File: config.mk
export PLATFORM = sky130hd
export DESIGN_NAME = dcache_access_nway
export DESIGN_NICKNAME = d
export VERILOG_FILES = /design/src/rtl/dcache_access_nway.sv
export SDC_FILE = /design/constraint.sdc
export NUM_CORES = 1
export LEC_CHECK = 0
export CORE_AREA = 2 2 116 118
export DETAILED_ROUTE_END_ITERATION = 12
export DIE_AREA = 0 0 118 120
export DONT_BUFFER_PORTS = 1
export PLACE_DENSITY_LB_ADDON = 0.05
export SLEW_MARGIN = 0
export SYNTH_ARGS = -nofsm -noshare
export SYNTH_HDL_FRONTEND = slang
export SYNTH_SLANG_ARGS = --single-unit
File: constraint.sdc
create_clock -name CLK -period 4.1 [get_ports CLK]
set_input_delay 0.41 -clock CLK [delete_from_list [all_inputs] [get_ports CLK]]
set_output_delay 0.41 -clock CLK [all_outputs]
set_load 0.01 [all_outputs]
File: src/rtl/dcache_access_nway.sv
// dcache_access_nway
//   N-way set-associative data cache access logic. Compares the tags of the
//   indexed set against the processor (or snoop) address, reports hit/miss,
//   selects the replacement victim, keeps per-set replacement state and runs
//   a three-state snoop FSM that borrows the array read port for two cycles.
//
//   Optional feature macro: DCACHE_LRU_EN
//     defined   -> per-set true-LRU age counters
//     undefined -> per-set round-robin pointer advanced on fill_done only
//
//   Ports
//     CLK, RST               clock (rising edge), async active-high reset
//     dmemREN/dmemWEN        processor read / write request
//     dmemaddr               processor byte address {tag, idx, offset, 2'b00}
//     halt                   suppresses miss reporting
//     tag_rd/valid_rd/dirty_rd/data_rd
//                            contents of the indexed set, way0 in the LSBs
//     fill_done              controller installed a block into victimway
//     snoop/snoopaddr/ccinv  coherence snoop request, address, invalidate
//     idx_sel                1: arrays indexed by snoopaddr, 0: by dmemaddr
//     hit/miss/hitway        processor hit/miss, hit way (processor or snoop)
//     victimway              replacement way for the indexed set
//     WENcache/newValid/newDirty
//                            array write strobe and the bits written to hitway
//     data_out               read data of hitway at the word offset
//     cctrans/ccwrite        snoop response valid / snoop hit a dirty line
//
//   Handshake: requests are levels. A processor request completes in the cycle
//   hit is high; while the snoop FSM is busy, hit and miss stay low and the
//   processor must hold its request.
module dcache_access_nway #(
   parameter int WAYS  = 2,
   parameter int SETS  = 8,
   parameter int WORDS = 2
) (
   input  logic                                                  CLK,
   input  logic                                                  RST,
   input  logic                                                  dmemREN,
   input  logic                                                  dmemWEN,
   input  logic [31:0]                                           dmemaddr,
   input  logic                                                  halt,
   input  logic [WAYS*(30-$clog2(SETS)-$clog2(WORDS))-1:0]      tag_rd,
   input  logic [WAYS-1:0]                                       valid_rd,
   input  logic [WAYS-1:0]                                       dirty_rd,
   input  logic [WAYS*WORDS*32-1:0]                              data_rd,
   input  logic                                                  fill_done,
   input  logic                                                  snoop,
   input  logic [31:0]                                           snoopaddr,
   input  logic                                                  ccinv,
   output logic                                                  idx_sel,
   output logic                                                  hit,
   output logic                                                  miss,
   output logic [$clog2(WAYS)-1:0]                               hitway,
   output logic [$clog2(WAYS)-1:0]                               victimway,
   output logic                                                  WENcache,
   output logic                                                  newValid,
   output logic                                                  newDirty,
   output logic [31:0]                                           data_out,
   output logic                                                  cctrans,
   output logic                                                  ccwrite
);

   localparam int IDXW = $clog2(SETS);
   localparam int OFFW = $clog2(WORDS);
   localparam int TAGW = 30 - IDXW - OFFW;
   localparam int WAYW = $clog2(WAYS);

   typedef enum logic [1:0] {S_IDLE, S_LOOKUP, S_RESP} state_t;

   state_t          state, state_next;
   logic            shit, sdirty;
   logic [WAYW-1:0] sway;

   // Address fields
   logic [TAGW-1:0] d_tag, s_tag, cmp_tag;
   logic [IDXW-1:0] d_idx, s_idx, cur_idx;
   logic [OFFW-1:0] d_off;
   logic            unused_bits;

   assign d_tag   = dmemaddr[31 -: TAGW];
   assign s_tag   = snoopaddr[31 -: TAGW];
   assign d_idx   = dmemaddr[2+OFFW +: IDXW];
   assign s_idx   = snoopaddr[2+OFFW +: IDXW];
   assign d_off   = dmemaddr[2 +: OFFW];
   assign unused_bits = ^{dmemaddr[1:0], snoopaddr[OFFW+1:0]};

   // Any non-idle state owns the array read port.
   assign idx_sel = (state != S_IDLE);
   assign cmp_tag = idx_sel ? s_tag : d_tag;
   assign cur_idx = idx_sel ? s_idx : d_idx;

   // Tag compare; descending scan so the lowest matching way wins.
   logic            any_hit;
   logic [WAYW-1:0] hit_idx;

   always_comb begin
      any_hit = 1'b0;
      hit_idx = '0;
      for (int w = WAYS-1; w >= 0; w--) begin
         if (valid_rd[w] && (tag_rd[w*TAGW +: TAGW] == cmp_tag)) begin
            any_hit = 1'b1;
            hit_idx = WAYW'(w);
         end
      end
   end

   logic req, proc_hit;
   assign req      = dmemREN | dmemWEN;
   assign proc_hit = (state == S_IDLE) && req && any_hit;

   // Replacement state
   logic [WAYW-1:0] repl_choice;

`ifdef DCACHE_LRU_EN
   // age 0 = most recently used, age WAYS-1 = least recently used.
   logic [WAYW-1:0] age [SETS][WAYS];
   logic            touch_en;
   logic [WAYW-1:0] touch_way;

   assign touch_en  = proc_hit | fill_done;
   assign touch_way = proc_hit ? hit_idx : victimway;

   always_ff @(posedge CLK or posedge RST) begin
      if (RST) begin
         for (int s = 0; s < SETS; s++)
            for (int w = 0; w < WAYS; w++)
               age[s][w] <= WAYW'(w);
      end else if (touch_en) begin
         for (int w = 0; w < WAYS; w++) begin
            if (WAYW'(w) == touch_way)
               age[d_idx][w] <= '0;
            else if (age[d_idx][w] < age[d_idx][touch_way])
               age[d_idx][w] <= age[d_idx][w] + WAYW'(1);
         end
      end
   end

   always_comb begin
      repl_choice = '0;
      for (int w = 0; w < WAYS; w++)
         if (age[cur_idx][w] == WAYW'(WAYS-1))
            repl_choice = WAYW'(w);
   end
`else
   // Pointer wraps naturally because WAYS is a power of two.
   logic [WAYW-1:0] rr_ptr [SETS];

   always_ff @(posedge CLK or posedge RST) begin
      if (RST) begin
         for (int s = 0; s < SETS; s++)
            rr_ptr[s] <= '0;
      end else if (fill_done) begin
         rr_ptr[d_idx] <= rr_ptr[d_idx] + WAYW'(1);
      end
   end

   assign repl_choice = rr_ptr[cur_idx];
`endif

   // Victim: first invalid way, otherwise the replacement choice.
   always_comb begin
      victimway = repl_choice;
      for (int w = WAYS-1; w >= 0; w--)
         if (!valid_rd[w])
            victimway = WAYW'(w);
   end

   // Snoop FSM: state register
   always_ff @(posedge CLK or posedge RST) begin
      if (RST) state <= S_IDLE;
      else     state <= state_next;
   end

   // Snoop FSM: next state. RESP always returns to IDLE so a held snoop
   // leaves the processor one IDLE cycle between snoops.
   always_comb begin
      state_next = state;
      case (state)
         S_IDLE:   if (snoop) state_next = S_LOOKUP;
         S_LOOKUP: state_next = S_RESP;
         S_RESP:   state_next = S_IDLE;
         default:  state_next = S_IDLE;
      endcase
   end

   // Snoop lookup result captured at the end of LOOKUP.
   always_ff @(posedge CLK or posedge RST) begin
      if (RST) begin
         shit   <= 1'b0;
         sway   <= '0;
         sdirty <= 1'b0;
      end else if (state == S_LOOKUP) begin
         shit   <= any_hit;
         sway   <= hit_idx;
         sdirty <= dirty_rd[hit_idx];
      end
   end

   // Snoop FSM: outputs
   always_comb begin
      hit      = 1'b0;
      miss     = 1'b0;
      hitway   = '0;
      WENcache = 1'b0;
      newValid = 1'b0;
      newDirty = 1'b0;
      data_out = '0;
      cctrans  = 1'b0;
      ccwrite  = 1'b0;
      case (state)
         S_IDLE: begin
            hit  = proc_hit;
            miss = req && !any_hit && !halt;
            if (proc_hit) begin
               hitway   = hit_idx;
               data_out = data_rd[(int'(hit_idx)*WORDS + int'(d_off))*32 +: 32];
               if (dmemWEN) begin
                  WENcache = 1'b1;
                  newValid = 1'b1;
                  newDirty = 1'b1;
               end
            end
         end
         S_RESP: begin
            cctrans  = 1'b1;
            ccwrite  = shit & sdirty;
            hitway   = sway;
            WENcache = ccinv & shit;
         end
         default: ;
      endcase
   end

endmodule

## Yosys cells after proc, flatten, opt, wreduce, memory -nomap -nowiden

Index checks and enable logic that the tools add are counted.

| storage, ports and cells | value |
|---|---|
| register bits after elaboration | 13 |
| logic and storage cells | 72 |
| bits of input ports | 256 |
| output and inout bits | 42 |

| cells by class | value |
|---|---|
| equal/unequal tests | 5 |
| shift operators | 1 |
| reductions and logical operators | 11 |
| bitwise logic cells | 5 |
| $lt $le $gt $ge | 4 |
| muxes and demuxes | 32 |
| add/subtract/negate cells | 2 |

Operators with widths:

| operator | count |
|---|---|
| indexed part select 128 x 9 -> 32 bit | 1 |
| 2-to-1 mux 32 bit | 2 |
| == test 26 bit | 2 |
| 2-to-1 mux 26 bit | 1 |
| 2-to-1 mux 1 bit | 20 |
| bitwise mux 8 bit | 1 |
| greater-or-equal comparator 4 bit (second input constant) | 2 |
| NOT 3 -> 4 bit | 2 |
| logical AND 1 bit | 7 |
| binary-select mux 1 bit (select 3 bit) | 2 |
| < comparator 4 x 1 -> 1 bit (second input constant) | 1 |
| case mux 1 bit (2 select lines) | 2 |
| case mux 2 bit (2 select lines) | 1 |
| adder 2 x 1 -> 3 bit | 1 |
| demux 1 bit (select 3 bit) | 1 |
| 2-to-1 mux 3 bit | 1 |
| AND 1 bit | 2 |
| == test 2 x 1 -> 1 bit (second input constant) | 1 |
| == test 2 bit (second input constant) | 1 |
| zero test 1 bit | 2 |
| zero test 2 bit | 1 |
| < comparator 1 x 2 -> 1 bit (second input constant) | 1 |
| 2-to-1 mux 2 bit | 1 |
| != test 2 bit (second input constant) | 1 |
| other kinds (3) | 3 |

## Logic depth before layout (Yosys ltp)

Gate-level depths: netlist (run 1).

| logic depth | value |
|---|---|
| word-level depth | 10 |
| gate-level depth with buffers | 13 |
| depth with buffers taken out | 9 |

## Least setup slack after synthesis (run 1)

No wires, ideal clock.

| path | value |
|---|---|
| kind | reg2out |
| start | register state[0] |
| end | output port data_out[10] |
| cell stages (with the launch flop) | 11 |
| slack | 0.693 ns |
| data arrival time | 2.997 ns |
| buffers on the path | 2 |
| path through | dfrtp_1 -> buf_2 -> or3b_2 -> and2_1 -> xnor2_1 -> or3_1 -> nor4_4 -> nand3_4 -> buf_6 -> mux4_2 -> nor2b_1 |

| on the way | value |
|---|---|
| longest elaborated chain between the ends | 10 |

RTL lines:

| element | line | text |
|---|---|---|
| start, declared | 70 | `state_t state, state_next;` |
| start signal, assigned | 171 | `else state <= state_next;` |
| nonzero test 2 bit | 88 | `assign idx_sel = (state != S_IDLE);` |
| 2-to-1 mux 26 bit | 89 | `assign cmp_tag = idx_sel ? s_tag : d_tag;` |
| == test 26 bit | 100 | `if (valid_rd[w] && (tag_rd[w*TAGW +: TAGW] == cmp_tag)) begin` |
| logical AND 1 bit | 100 |  |
| 2-to-1 mux 1 bit (2 in series) | 100 |  |
| adder 2 x 1 -> 3 bit | 216 | `data_out = data_rd[(int'(hit_idx)*WORDS + int'(d_off))*32 +: 32];` |
| indexed part select 128 x 9 -> 32 bit | 216 |  |
| 2-to-1 mux 32 bit | 214 | `if (proc_hit) begin` |
| 2-to-1 mux 32 bit (*) | 210 | `case (state)` |
| end, declared | 58 | `output logic [31:0] data_out,` |

Mark *: on every way between the ends. The rest lies on a longest branch, timed or not.

## Final worst setup path (run 1)

| path | value |
|---|---|
| start | register state[0] |
| end | output port data_out[4] |

Same word-level chain as after synthesis.

==> reports/metrics.csv, run 1 <==
stage,metric,value,unit
route,first_pass_iters,4,
clock_network,numCtsBuffers,3,
global_route,gr-usage-all-layers,0.186,
floorplanning,placeableCoreArea,13000,µm²
clock_network,numClockSinks,13,
worst_setup_path,path_cells,"buf_12, or3b_2, and2_1, xnor2_1, or4_4, nor4_4, buf_4, nand3_4, buf_12, mux4_2, nor2b_1",
synth,synth_top_cell_by_area,sky130_fd_sc_hd__mux4_2,
synth,synthFlopType,sky130_fd_sc_hd__dfrtp_1,
worst_setup_path,worst_path_dominant_cell_family,simple AND/OR/NAND/NOR gates,
global_route,grt_first_pass_wirelength,20.1,mm
clock_network,cts_tree,built,
floorplanning,die_height,120,µm
power,internal_power_contribution,0.562,mW
worst_setup_path,worst_path_largest_cell_delay,510,ps
synth,postSynth.asyncResetShare,1.00,
power,worst_ir_drop_vdd,0.144,mV
synth,syn-mean-instance-area,8.90,µm²
global_route,globalRouteOverflowTotal,0,
sta,rsz0062_at_grt,true,
synth,netlist.area_leader.share,0.248,
placed_design,post-dp-hpwl,12.3,mm
placed_design,placed_cells_incl_taps,539,
global_route,antenna_found_initial,0,
route,drc_errors,0,
layout,finalNetCount,629,
worst_setup_path,critical_path.most_common_cell,sky130_fd_sc_hd__buf_12,
worst_setup_path,rr_endpoint,sway,
synth,commonest_cells_post_synth,"sky130_fd_sc_hd__nor2b_1, sky130_fd_sc_hd__mux4_2, sky130_fd_sc_hd__inv_1, sky130_fd_sc_hd__o21ai_0, sky130_fd_sc_hd__a21oi_1",
worst_setup_path,worstReg2RegStart,state[0],
floorplanning,die_area,14200,µm²
worst_setup_path,cp-end-kind,output port,
floorplanning,initial_core_util,0.252,
sta,min_period_over_period,0.976,
sta,worst_pin_slew,610,ps
clock_network,cts_root_buf,sky130_fd_sc_hd__clkbuf_16,
layout,count_of_fill_cells_added_during_filler_insertion,1396,
synth,count_of_flip_flops_with_a_built_in_enable_after_synthesis,0,
sta,timing.clock.skew,2.41,ps
route,avgRoutedWirePerCell,25.6,µm
synth,ys_top_cells_by_area,"sky130_fd_sc_hd__mux4_2, sky130_fd_sc_hd__dfrtp_1, sky130_fd_sc_hd__nor2b_1, sky130_fd_sc_hd__xnor2_1, sky130_fd_sc_hd__mux2i_1",
floorplanning,io-pin-count,298,
layout,antenna_cells,0,
sta,final_max_slew_viol_count,0,
power,sw_frac_of_total,0.345,
synth,synth_warnings,0,
worst_setup_path,timing_worst_setup_path_type,register to output port,
floorplanning,die_width,118,µm
hold_path,worst_hold_path_type,input pin to asynchronous set/reset pin,
clock_network,clock_transition_at_path_regs,50,ps
synth,synthesis.area,3270,µm²
synth,seq_area_frac_synth,0.0996,
power,power_frac_comb,0.533,
job,cap_viol_max_count,0,
global_route,number_of_global_route_vias_before_repair,3247,
layout,non_filler_instances,548,
power,power_density,230,nW/µm²
route,finalWirelength,14.0,mm
worst_setup_path,rr_worst_depth,10,
synth,synthMostInstantiatedCell,sky130_fd_sc_hd__nor2b_1,
clock_network,post_cts_hold_buffer_count,0,
worst_setup_path,worstPathMaxFanout,28,
floorplanning,std_cell_rows,42,
power,share_clk_of_total_power,0.212,
power,power.net_switching,0.296,mW
clock_network,ctsLongestPathBuffers,2,
route,drt_iter0_markers,101,
sta,maxSlewHeadroom,0.582,
route,vias_per_cell,5.62,
global_route,grt_start_max_net_pins,33,
worst_setup_path,r2r_setup_slack,1160,ps
clock_network,clk_latency,240,ps
layout,finish.utilization,0.287,
worst_setup_path,critical_path.slowest_cell,sky130_fd_sc_hd__or4_4,
worst_setup_path,cp-start-kind,register,
power,cellLeakagePower,1.34,nW
power,sequentialPowerShare,0.255,
sta,fin_crit,4000,ps
synth,yosys.cell_types.count,59,
sta,timing.fmax,250,MHz
placed_design,place_congestion,0.852,
status,run_status,completed,
synth,postSynthNetCount,623,
sta,report.final.hold_viol_count,0,
route,vias,3078,
worst_setup_path,crit_arrival,3590,ps
synth,postSynthCellCount,367,
layout,layout_overhead_on_the_synthesized_area,14.0,%
synth,synth_seq_cells,13,
worst_setup_path,critPathBufInv,3,
placed_design,io_buffers,0,
route,detail-route-antenna-nets,0,
sta,setup-violations-final,0,
sta,hold_slack,99.2,ps
clock_network,htree_levels,1,
layout,fraction_of_final_layout_cells_sized_beyond_drive_strength_1,0.258,
worst_setup_path,worstPathRequired,3690,ps
==> logic make-up (layout without fill, tap and decap cells) <==
logic type | after synthesis | in the layout | synth area share
simple gates | 145 | 145 | 0.283
mux | 56 | 56 | 0.316
compound gates | 81 | 81 | 0.170
flops | 13 | 13 | 0.0996
xor+xnor | 25 | 25 | 0.0670
buf+inv | 47 | 52 | 0.0643
==> state kept, by name, indices dropped and copies added, names as in the netlist <==
register	flops
sway	1
state	2
shit	1
sdirty	1
rr_ptr	8
==> how the worst max path moves through the flow <==
stage	to	from	slack, ps	cells after the start
6_report	data_out[4]	state[0]	100	11
5_1_grt	data_out[21]	state[0]	-7	11
4_1_cts	data_out[4]	state[0]	5	11
3_5_place_dp	data_out[11]	state[1]	110	12
3_3_place_gp	data_out[4]	state[0]	120	11
2_1_floorplan	data_out[10]	state[0]	690	10
==> cell type report <==
class | count | area (µm²) | share of cell area
flip-flops and latches | 13 | 328 | 0.0880
multi-input cells | 307 | 2780 | 0.745
well taps | 176 | 220 | 0.0591
inverters | 25 | 93.8 | 0.0252
repair buffers | 23 | 228 | 0.0612
clock buffers | 4 | 78.8 | 0.0212
==> worst reg2reg max path: stages (launching register included) <==
cell and delay, ps:
sky130_fd_sc_hd__dfrtp_2 440, sky130_fd_sc_hd__buf_12 180, sky130_fd_sc_hd__or3b_2 500, sky130_fd_sc_hd__and2_1 170, sky130_fd_sc_hd__xnor2_1 130, sky130_fd_sc_hd__or4_4 510, sky130_fd_sc_hd__nor4_4 250, sky130_fd_sc_hd__buf_4 180
sky130_fd_sc_hd__nand3_4 160, sky130_fd_sc_hd__buf_4 200, sky130_fd_sc_hd__o21ai_0 150
==> power by group through the flow <==
stage	combinational, mW	sequential, mW	clock, mW
after floorplan	0.364	0.198	0
after global placement	0.447	0.219	0
after detailed placement	0.447	0.221	0
after CTS	0.451	0.219	0.190
after global routing	0.500	0.226	0.196
final	0.457	0.219	0.182
==> per-stage QoR <==
stage	TNS (ps)	worst slack (ps)	total power, mW	area, µm²
floorplan	0	693	0.562	3270
global placement	0	122	0.666	3540
detailed placement	0	106	0.668	3540
CTS	0	4.95	0.860	3640
global route	-7.43	-7.43	0.922	3720
finish	0	96.4	0.858	3720
==> placed cells by master (no fill, tap or decap), types with 3 or more instances in the layout <==
master                       n
sky130_fd_sc_hd__a21oi_1    14
sky130_fd_sc_hd__nand3_1     5
sky130_fd_sc_hd__buf_12      3
sky130_fd_sc_hd__or3b_2      8
sky130_fd_sc_hd__o21ai_1     4
sky130_fd_sc_hd__or3_1       3
sky130_fd_sc_hd__mux4_2     36
sky130_fd_sc_hd__a2111oi_0   6
sky130_fd_sc_hd__mux2i_1    10
sky130_fd_sc_hd__o2111ai_1   4
sky130_fd_sc_hd__dfrtp_1    11
sky130_fd_sc_hd__nor3_1      7
sky130_fd_sc_hd__and3_1      7
sky130_fd_sc_hd__nor2_1      8
sky130_fd_sc_hd__mux2_2      8
sky130_fd_sc_hd__nor4_1      3
sky130_fd_sc_hd__nor3b_1     5
sky130_fd_sc_hd__clkbuf_16   4
sky130_fd_sc_hd__o21ai_0    17
sky130_fd_sc_hd__xnor2_1    13
sky130_fd_sc_hd__o22ai_1     5
sky130_fd_sc_hd__nand2_1    11
sky130_fd_sc_hd__a311oi_1    3
sky130_fd_sc_hd__and2_1      9
sky130_fd_sc_hd__o21a_1      3
sky130_fd_sc_hd__nand2b_1   10
sky130_fd_sc_hd__xor2_1     12
sky130_fd_sc_hd__nor2b_1    50
sky130_fd_sc_hd__buf_4      19
sky130_fd_sc_hd__inv_1      24
sky130_fd_sc_hd__nand4_1     4
==> layer usage <==
layer  vias up  global-route usage  wire [µm]  part of all wire
li1       1406                   -          -                 -
met1      1477               0.224       5440              0.39
met2       191               0.343       7320              0.52
met3         4              0.0480       1200             0.085
met4         0              0.0233         90            0.0064
met5         -                   0          0                 0
==> what timing repair did <==
item / 4_1_cts / 5_1_grt
gates cloned: 0 / 1
gates resized for setup: 3 / 10
pin swaps: 3 / 3
buffers inserted: 1 / 3
setup endpoints to repair: 32 / 36
(Power assumes the default switching activity.)
==> run 2, diff against run 1 <==
--- a/config.mk
+++ b/config.mk
@@ -5,11 +5,12 @@
 export SDC_FILE = /design/constraint.sdc
 export NUM_CORES = 1
 export LEC_CHECK = 0
-export CORE_AREA = 2 2 116 118
+export CORE_AREA = 2 2 115 117
 export DETAILED_ROUTE_END_ITERATION = 12
-export DIE_AREA = 0 0 118 120
+export DIE_AREA = 0 0 117 119
 export DONT_BUFFER_PORTS = 1
 export PLACE_DENSITY_LB_ADDON = 0.05
+export SETUP_SLACK_MARGIN = 0.5
 export SLEW_MARGIN = 0
 export SYNTH_ARGS = -nofsm -noshare
 export SYNTH_HDL_FRONTEND = slang
==> constraint.sdc (replaced) <==
create_clock -name CLK -period 3.3 [get_ports CLK]
set_input_delay 0.33 -clock CLK [delete_from_list [all_inputs] [get_ports CLK]]
set_output_delay 0.33 -clock CLK [all_outputs]
set_load 0.01 [all_outputs]
==> run 2 against run 1 <==
  * Critical path depth unchanged
  * Wire length about the same
  * Cell count up 4.2%
  * Worst setup slack worse by 510 ps
  * Design area up 20%
  * Via count up 5.5%
  * Clock-buffer cell count unchanged
  * Critical path type unchanged
  * Sequential share of layout area down 1.5 points
  * The run now ends with negative setup slack left
  * Power up 43%
==> reports/metrics.csv, run 2 (synthesized netlist as in run 1, its figures left out) <==
stage,metric,value,unit
power,share_clk_of_total_power,0.189,
worst_setup_path,crit_arrival,3380,ps
job,cap_viol_max_count,0,
route,detail-route-antenna-nets,0,
clock_network,post_cts_hold_buffer_count,0,
floorplanning,initial_core_util,0.254,
sta,report.final.hold_viol_count,0,
layout,number_of_flip_flops_under_the_largest_register_name,8,
clock_network,clk_latency,240,ps
sta,setup-violations-final,38,
worst_setup_path,worstPathRequired,2970,ps
global_route,grt_start_max_net_pins,33,
route,first_pass_iters,4,
worst_setup_path,worstReg2RegStart,state[0],
layout,reg.largest.list,"rr_ptr: 8 flops, state: 2 flops",
sta,min_period_over_period,1.13,
placed_design,placement.setup.worst_slack,-416,ps
sta,worst_pin_slew,628,ps
sta,maxSlewHeadroom,0.569,
layout,finish.utilization,0.347,
clock_network,cts_root_buf,sky130_fd_sc_hd__clkbuf_16,
layout,max_flop_register,rr_ptr,
placed_design,io_buffers,0,
power,sequentialPowerShare,0.215,
layout,fraction_of_final_layout_cells_sized_beyond_drive_strength_1,0.430,
route,avgRoutedWirePerCell,24.6,µm
floorplanning,std_cell_rows,42,
sta,timing.fmax,269,MHz
floorplanning,die_area,13900,µm²
power,power.net_switching,0.426,mW
layout,finalNetCount,652,
floorplanning,die_width,117,µm
route,drt_iter0_markers,137,
layout,commonest_non_fill_non_tap_cells_in_the_layout,"sky130_fd_sc_hd__mux4_2, sky130_fd_sc_hd__nor2b_4, sky130_fd_sc_hd__buf_4, sky130_fd_sc_hd__inv_1, sky130_fd_sc_hd__nor2b_1",
global_route,number_of_global_route_vias_before_repair,3332,
layout,most_common_cell_after_layout_fill_and_taps_aside,sky130_fd_sc_hd__mux4_2,
global_route,globalRouteOverflowTotal,0,
clock_network,numCtsBuffers,3,
hold_path,worst_hold_path_type,input pin to asynchronous set/reset pin,
sta,timing.clock.skew,1.17,ps
floorplanning,die_height,119,µm
clock_network,clock_transition_at_path_regs,50,ps
worst_setup_path,timing_worst_setup_path_type,register to output port,
power,power_frac_comb,0.596,
floorplanning,io-pin-count,298,
global_route,gr-usage-all-layers,0.181,
worst_setup_path,cp-start-kind,register,
worst_setup_path,r2r_setup_slack,380,ps
placed_design,place_congestion,0.800,
power,power_density,275,nW/µm²
worst_setup_path,crit_end,data_out[28],
route,vias_per_cell,5.69,
layout,layout_overhead_on_the_synthesized_area,36.7,%
worst_setup_path,rr_worst_depth,12,
sta,hold_slack,21.4,ps
route,drc_errors,0,
clock_network,cts_tree,built,
global_route,grt_first_pass_wirelength,19.2,mm
sta,rsz0062_at_grt,true,
status,run_status,"finished, violations left",
power,cellLeakagePower,1.70,nW
floorplanning,placeableCoreArea,12900,µm²
clock_network,numClockSinks,13,
global_route,antenna_found_initial,3,
layout,antenna_cells,0,
worst_setup_path,rr_endpoint,sdirty,
status,failed_checks,negative setup slack,
power,internal_power_contribution,0.801,mW
sta,post-route-worst-setup-slack,-415,ps
route,vias,3247,
clock_network,ctsLongestPathBuffers,2,
sta,final_max_slew_viol_count,0,
power,sw_frac_of_total,0.347,
power,worst_ir_drop_vdd,0.226,mV
worst_setup_path,cp-end-kind,output port,
sta,fin_crit,3710,ps
worst_setup_path,worstPathMaxFanout,9,
placed_design,post-dp-hpwl,11.6,mm
clock_network,htree_levels,1,
route,finalWirelength,14.0,mm
worst_setup_path,cp-startpoint,state[0],
run 2: critical path, stage by stage, from the launching register on:
cell and delay [ps]:
sky130_fd_sc_hd__dfrtp_2 440, sky130_fd_sc_hd__buf_12 150, sky130_fd_sc_hd__or3b_4 400, sky130_fd_sc_hd__and2_4 150, sky130_fd_sc_hd__xnor2_1 120, sky130_fd_sc_hd__or4_4 490, sky130_fd_sc_hd__nor4_4 350, sky130_fd_sc_hd__nand3_4 140
sky130_fd_sc_hd__buf_12 170, sky130_fd_sc_hd__clkbuf_16 160, sky130_fd_sc_hd__mux4_2 420, sky130_fd_sc_hd__nor2b_4 150
run 2: cell type report:
type                            count  area [µm²]
Fill cell                        1344        8410
Tap cell                          176         220
Clock buffer                        4        78.8
Inverter                           25         106
Timing Repair Buffer               46         572
Sequential cell                    13         328
Multi-Input combinational cell    307        3160
run 2: stage by stage:
stage	total power, mW	cell area [µm²]	std cells	setup TNS (ps)
3_5_place_dp	0.889	3960	547	-12810
5_1_grt	1.31	4470	571	-17950
3_3_place_gp	0.887	3960	547	-14910
2_1_floorplan	0.733	3620	367	0
4_1_cts	1.18	4250	559	-14890
6_report	1.23	4470	571	-13800
run 2: how the worst min path moves through the flow:
stage	slack, ps	from	end	depth (start not counted)
2_1_floorplan	210	RST	rr_ptr[0]	1
3_3_place_gp	300	RST	rr_ptr[4]	1
3_5_place_dp	300	RST	rr_ptr[4]	1
4_1_cts	40	RST	rr_ptr[0]	1
5_1_grt	70	RST	rr_ptr[0]	1
6_report	20	RST	rr_ptr[4]	1
run 2: what timing repair did:
| item | CTS | global route |
|---|---|---|
| resized for setup | 24 | 21 |
| gates cloned | 2 | 3 |
| setup buffers | 6 | 9 |
| setup endpoints to repair | 42 | 42 |
| pin swaps | 8 | 3 |
run 2: power by group through the flow:
stage                     sequential [mW]  combinational [mW]  clock [mW]
after floorplan                     0.247               0.486           0
after global placement              0.265               0.621           0
after detailed placement            0.264               0.625           0
after CTS                           0.263               0.678       0.240
after global routing                0.274               0.789       0.250
final                               0.264               0.731       0.232
run 2: per-layer routing:
layer	GRT usage	vias to the layer above	wire [µm]
li1	-	1459	-
met1	0.210	1591	5090
met2	0.348	187	7540
met3	0.0407	8	1330
met4	0.0110	2	61
met5	0	-	13
